===== src/rtl/fifo_ext.sv =====
`default_nettype none
// ============================================================================
// Module   : fifo_ext
// Brief    : Single-clock FIFO, any depth, registered-read or FWFT output,
//            programmable almost flags and sticky overflow/underflow.
// Revision : 1.0 - initial release
// ============================================================================
module fifo_ext #(
    parameter int DATA_WIDTH    = 8,
    parameter int DEPTH         = 16,
    parameter int FWFT          = 0,
    parameter int AFULL_THRESH  = DEPTH - 2,
    parameter int AEMPTY_THRESH = 2
) (
    input  logic                         clk,
    input  logic                         rst,
    input  logic                         flush,
    input  logic                         wr_en,
    input  logic [DATA_WIDTH-1:0]        wdata,
    input  logic                         rd_en,
    output logic [DATA_WIDTH-1:0]        rdata,
    output logic                         full,
    output logic                         empty,
    output logic                         almost_full,
    output logic                         almost_empty,
    output logic [$clog2(DEPTH+1)-1:0]   count,
    output logic                         overflow,
    output logic                         underflow,
    input  logic                         clr_err
);

    localparam int PTR_W = $clog2(DEPTH);
    localparam int CNT_W = $clog2(DEPTH + 1);

    localparam logic [PTR_W-1:0] LAST_IDX = PTR_W'(DEPTH - 1);
    localparam logic [CNT_W-1:0] FULL_CNT = CNT_W'(DEPTH);
    localparam logic [CNT_W-1:0] AF_CNT   = CNT_W'(AFULL_THRESH);
    localparam logic [CNT_W-1:0] AE_CNT   = CNT_W'(AEMPTY_THRESH);

    logic [DATA_WIDTH-1:0] mem [DEPTH];
    logic [PTR_W-1:0]      w_ptr;
    logic [PTR_W-1:0]      r_ptr;
    logic                  wr_ok;
    logic                  rd_ok;

    // Flush suppresses both ports so nothing is stored or popped that cycle.
    assign wr_ok = wr_en && !full  && !flush;
    assign rd_ok = rd_en && !empty && !flush;

    function automatic logic [PTR_W-1:0] next_ptr(input logic [PTR_W-1:0] p);
        return (p == LAST_IDX) ? '0 : p + PTR_W'(1);
    endfunction

    always_ff @(posedge clk) begin
        if (rst || flush) begin
            w_ptr <= '0;
            r_ptr <= '0;
            count <= '0;
        end else begin
            if (wr_ok) w_ptr <= next_ptr(w_ptr);
            if (rd_ok) r_ptr <= next_ptr(r_ptr);
            case ({wr_ok, rd_ok})
                2'b10:   count <= count + CNT_W'(1);
                2'b01:   count <= count - CNT_W'(1);
                default: count <= count;
            endcase
        end
    end

    // A fresh error event wins over a simultaneous clear.
    always_ff @(posedge clk) begin
        if (rst) begin
            overflow  <= 1'b0;
            underflow <= 1'b0;
        end else begin
            overflow  <= (overflow  && !clr_err) || (wr_en && full  && !flush);
            underflow <= (underflow && !clr_err) || (rd_en && empty && !flush);
        end
    end

    always_ff @(posedge clk) begin
        if (wr_ok && !rst) mem[w_ptr] <= wdata;
    end

    assign full         = (count == FULL_CNT);
    assign empty        = (count == '0);
    assign almost_full  = (count >= AF_CNT);
    assign almost_empty = (count <= AE_CNT);

    generate
        if (FWFT != 0) begin : g_fwft
            assign rdata = empty ? '0 : mem[r_ptr];
        end else begin : g_reg
            always_ff @(posedge clk) begin
                if (rst)        rdata <= '0;
                else if (rd_ok) rdata <= mem[r_ptr];
            end
        end
    endgenerate

endmodule
`default_nettype wire


===== config.mk =====
export PLATFORM = sky130hd
export DESIGN_NAME = fifo_ext
export DESIGN_NICKNAME = d
export VERILOG_FILES = /design/src/rtl/fifo_ext.sv
export SDC_FILE = /design/constraint.sdc
export NUM_CORES = 1
export LEC_CHECK = 0
export ABC_AREA = 1
export CAP_MARGIN = 0
export CORE_MARGIN = 2
export CORE_UTILIZATION = 50
export CTS_BUF_LIST = sky130_fd_sc_hd__clkbuf_4
export DETAILED_ROUTE_END_ITERATION = 10
export PLACE_DENSITY = 0.71
export REMOVE_ABC_BUFFERS = 1
export SYNTH_ARGS = -nofsm -noshare
export SYNTH_HDL_FRONTEND = slang
export SYNTH_SLANG_ARGS = --single-unit

===== constraint.sdc =====
create_clock -name clk -period 2.2 [get_ports clk]
set_clock_uncertainty 0.05 [all_clocks]
set_input_delay 0.44 -clock clk [delete_from_list [all_inputs] [get_ports clk]]
set_output_delay 0.44 -clock clk [all_outputs]
set_load 0.01 [all_outputs]

# --- After elaboration in Yosys (flattened, before gate mapping) ---
# Memory sizes are Yosys's and may differ from the RTL's. A register that Yosys moved wholly into a read port is not among the register bits.
# Cells that the tools add are included.
op_classes:
  addsub: 4
  n_lt_le_gt_ge: 2
  n_eq_ne: 5
  muxes: 5
  reduce_logical: 21
ops:
  columns: ["cell", "count"]
  rows:
  - ["1-bit logical AND", 11]
  - ["5-bit case mux with 2 select lines", 1]
  - ["4-bit by 1-bit adder with 4-bit output, second input constant", 2]
  - ["4-bit equality test, second input constant", 2]
  - ["4-bit two-way mux", 2]
  - ["5-bit by 1-bit adder with 5-bit output, second input constant", 1]
  - ["5-bit equality test, second input constant", 1]
  - ["5-bit by 4-bit >= comparator with 1-bit output, second input constant", 1]
  - ["5-bit by 2-bit less-or-equal comparator with 1-bit output, second input constant", 1]
  - ["1-bit zero test", 5]
  - ["5-bit zero test", 1]
  - ["5-bit by 1-bit subtractor with 5-bit output, second input constant", 1]
  - ["1-bit logical OR", 3]
  - ["2-bit by 1-bit equality test with 1-bit output, second input constant", 1]
  - ["2-bit equality test, second input constant", 1]
  - ["1-bit two-way mux", 2]
  - ["2-bit nonzero test", 1]
totals:
  ff_bits: 15
  ramBits: 128
  input_bits: 14
  out_inout_bits: 19
  wordCells: 43
  mem_count: 1
memory_table:
  columns: ["memory", "words", "word_bits", "read_ports", "rd_clocked_by_memory_dff", "write_ports", "line_no", "source"]
  rows:
  - ["mem", 16, 8, 1, 1, 1, "40", "logic [DATA_WIDTH-1:0] mem [DEPTH];"]

# --- Logic depth before layout (Yosys ltp) ---
depth:
  depth_word: 7
  ltp_mapped: 16

# --- Worst setup path before layout ---
# No wires, ideal clock.
synth_path:
  path_kind: "input to register"
  start: "input rd_en"
  end: "register count[4]"
  setup_ns: 0.113
  arrival_ns: 2.093
  t_required_ns: 2.037
  slack_ns: -0.055
  stages: 16
  cell_sequence: "inv_1 -> nor2_1 -> nand2_2 -> inv_2 -> buf_4 -> ha_1 -> inv_1 -> fa_1 -> inv_1 -> nand3_1 -> nand2_1 -> nand2_1 -> nand3_1 -> nand2_1 -> nand2_1 -> nor2_1"
synth_between:
  elab_chain_cells: 4
  word_cells_on_any_way: 6
synth_lines:
  columns: ["item", "line_no", "source"]
  rows:
  - ["start, declared", "20", "input logic rd_en,"]
  - ["1-bit logical AND (*) (2 in series)", "48", "assign rd_ok = rd_en && !empty && !flush;"]
  - ["via rd_ok", "44", "logic rd_ok;"]
  - ["2-bit by 1-bit equality test with 1-bit output / 2-bit equality test (equally long branches)", "62", "case ({wr_ok, rd_ok})"]
  - ["5-bit case mux with 2 select lines / 2-bit nonzero test (equally long branches)", null, null]
  - ["end signal, assigned", "63", "2'b10: count <= count + CNT_W'(1);"]
  - ["end signal, assigned", "64", "2'b01: count <= count - CNT_W'(1);"]
  - ["end signal, assigned", "65", "default: count <= count;"]
  - ["end, declared", "26", "output logic [$clog2(DEPTH+1)-1:0] count,"]
# Mark *: on every way through the listed nets, which the timed path passes. The rest lies on a longest branch.
# A chain may end at the register's enable or synchronous reset.

# --- Worst setup path in the final report ---
layout_path:
  start: "register count[3]"
  end: "output count[3]"
# No word-level cell between the ends.

==> key figures <==
Yosys
  • Share of cell area taken by muxes after synthesis: 0
  • Share of the synthesized area in the top cell type: 0.583
  • Simple-gate area share of the yosys netlist: 0.204
  • Dominant cells by area after synthesis: sky130_fd_sc_hd__edfxtp_1, sky130_fd_sc_hd__nand2_1, sky130_fd_sc_hd__nand3_1
  • Seq cells post-synth: approximately 150
  • Fraction of synthesized cell area in xor and xnor cells: 0.00266
  • Distinct cell type count of the synthesized netlist: 22
  • Sequential element share of the synthesized area: 0.653
  • Synth Area in Adders: 0.0201
  • Largest family of logic cells by synthesized area: simple AND/OR/NAND/NOR gates
  • Post-synth top area cell: sky130_fd_sc_hd__edfxtp_1
  • Synthesized instance count: 671
  • YS warnings: 0
  • Summed instance area of the synthesized netlist: 0.00659 mm²
  • Complex-gate fraction of the synthesized area: 0.0374
  • Average instance area after synthesis: roughly 9.8 µm²

STA
  • Final setup margin: 0.0917 ns
  • Final Hold Vio Count: 0
  • Minimum period implied by the final worst setup slack: 2.11 ns
  • Highest clock frequency the design can meet: between 400 and 500 MHz
  • Period Utilization, post-route: 0.958
  • Pins Over Slew Limit: 0
  • Transition time at the pin with the least slew margin: 0.717 ns
  • Number of endpoints failing setup at the final stage: 0
  • Max_slew headroom: 0.521

Placed design
  • Total half-perimeter wirelength after legalization and detailed placement: 9420 µm
  • Minimum setup slack after placement: -0.368 ns
  • Final RePlAce weighted congestion: around 0.87
  • Number of cells in the design after placement: ~890
  • Buffers added on ports: 32

Setup path
  • Data arrival time of the critical path: around 1.6 ns
  • Crit path launch type: flop
  • Critical path class: reg -> out
  • Worst EP required: 1.71 ns
  • Crit path capture type: output port
  • Max Fanout on Critical Path: 4

Clocking
  • Root buffer selected by CTS: sky130_fd_sc_hd__clkbuf_4
  • Insertion delay to the later sink of the worst-skew pair: around 0.56 ns
  • Largest buffer count on any clock path: 2
  • CTS clock-pin slew for the worst setup and hold paths: around 0.11 ns
  • Clock tree from TritonCTS: done
  • # clock sinks: around 150
  • Cts bufs inserted: 17
  • Quantity of hold-fixing buffers added after cts: 0
  • # H-tree levels: 4

Global route
  • Number of global-route vias before repair: approximately 4600
  • Wire length of the first global-routing pass: approximately 24000 µm
  • Initial antenna violation count: 0
  • Largest net degree at the start of global routing: 68
  • Overflow left after global routing: 0
  • Total global routing track utilization: 0.222

Drt
  • Detailed-route vias per instance: roughly 5.2
  • Routed wire per std cell: roughly 16 µm
  • Detailed router's first-iteration violation count: around 410
  • Post-route antenna net violation count: 0
  • Count of vias placed by the detailed router: approximately 4800
  • Drt first pass iters: 5
  • DRC violation count after routing: 0
  • Total Wirelength: approximately 15000 µm

Floorplan
  • Row count: slightly above 40
  • Die footprint: 0.0141 mm²
  • Area of the core: about 0.013 mm²
  • Starting density of the core: 0.518
  • I/O pin total: 33
  • Chip Width: ~120 µm
  • DIE HEIGHT: roughly 120 µm

Final layout
  • Leading cell types in the layout, fill and taps excluded: sky130_fd_sc_hd__nand2_1, sky130_fd_sc_hd__edfxtp_1, sky130_fd_sc_hd__inv_1, sky130_fd_sc_hd__nand3_1, sky130_fd_sc_hd__buf_4
  • Fin nets: around 760
  • Layout cells sized above 1: 0.113
  • Most common cell after layout, fill and taps aside: sky130_fd_sc_hd__nand2_1
  • P&R area growth vs syn: 15.6%
  • Antenna Diode Count: 0
  • Non-filler instance count after layout: just over 900

Flow run
  • # Max-Cap Violations: 0

Hold path
  • Worst hold path type: reg -> reg

Pwr
  • Total leakage power: around 3.2 nW
  • Worst IR drop on VDD: between 0.3 and 0.4 mV
  • Power per cell area: about 670 mW/mm²

Outcome
  • Status: finished, final reports clean
## registers in the layout, indices dropped and copies added (netlist names)
register and cells:
mem 128, w_ptr 4, overflow 1, rdata 8, count 5, underflow 1, r_ptr 4
## layer usage
metal  share of wire  GRT usage
met1            0.42      0.291
met2            0.46      0.346
met3           0.083     0.0444
met4           0.039      0.126
met5               0          0
## cells by family after synthesis
kind of cell / after synthesis
AND/OR/NAND/NOR: 322
flip-flops: 151
buffers and inverters: 138
AO/OA/AOI/OAI: 48
adder cells (fa/ha/maj): 10
XOR/XNOR: 2
## per-stage QoR
step                setup TNS (ns)   util  hold WS (ns)  instance area (µm²)  power [mW]
finish                           0  0.599         0.433                 7620        5.08
global route              -0.00374  0.599         0.466                 7620        5.24
CTS                        -0.0712  0.597         0.432                 7600        5.11
floorplan                    -4.91      -         0.425                 6470        3.33
detailed placement          -18.93  0.576         0.421                 7330        3.52
global placement            -14.98  0.576         0.403                 7330        3.51
## layout make-up
class | instances | area [µm²]
Timing Repair Buffer | 73 | 641
Clock buffer | 20 | 150
Tap cell | 172 | 215
Multi-Input combinational cell | 382 | 1760
Fill cell | 1116 | 5110
Inverter | 114 | 428
Sequential cell | 151 | 4310
Clock inverter | 12 | 113
## Yosys cell counts (all sizes together)
cell     instances
ha               9
clkinv           2
fa               1
clkbuf           5
dfxtp           23
edfxtp         128
nand3          100
nand2          181
a2111oi          1
nor3             5
inv            112
a21oi           29
buf             19
o31ai            1
nor2            36
o21ai           17
xor2             1
xnor2            1
## worst max-delay path, cell delays in order, from the launching register on
cell and delay (ns):
sky130_fd_sc_hd__dfxtp_1 0.39, sky130_fd_sc_hd__buf_4 0.15, sky130_fd_sc_hd__clkdlybuf4s50_1 0.53
## what timing repair did
action | 4_1_cts | 5_1_grt
setup endpoints to repair | 4 | 5
pin swaps | 0 | 1
endpoints found under the hold margin | 0 | 0
gates resized for setup | 8 | 14
buffers inserted | 0 | 1
## power breakdown
part           internal (mW)  leakage [nW]  total (mW)  switching [mW]
sequential              3.12          1.34        3.13          0.0120
clock                  0.691         0.149        1.62           0.931
combinational          0.128          1.67       0.329           0.201
## worst paths after layout
path	start	to	slack [ns]	cells after the start
max	count[3]$_SDFFE_PP0P_	count[3]	0.09	2
min	underflow$_SDFF_PP0_	underflow$_SDFF_PP0_	0.43	2
max reg2reg	count[1]$_SDFFE_PP0P_	count[4]$_SDFFE_PP0P_	0.17	14
min reg2reg	underflow$_SDFF_PP0_	underflow$_SDFF_PP0_	0.43	2
(Power assumes the default switching activity.)
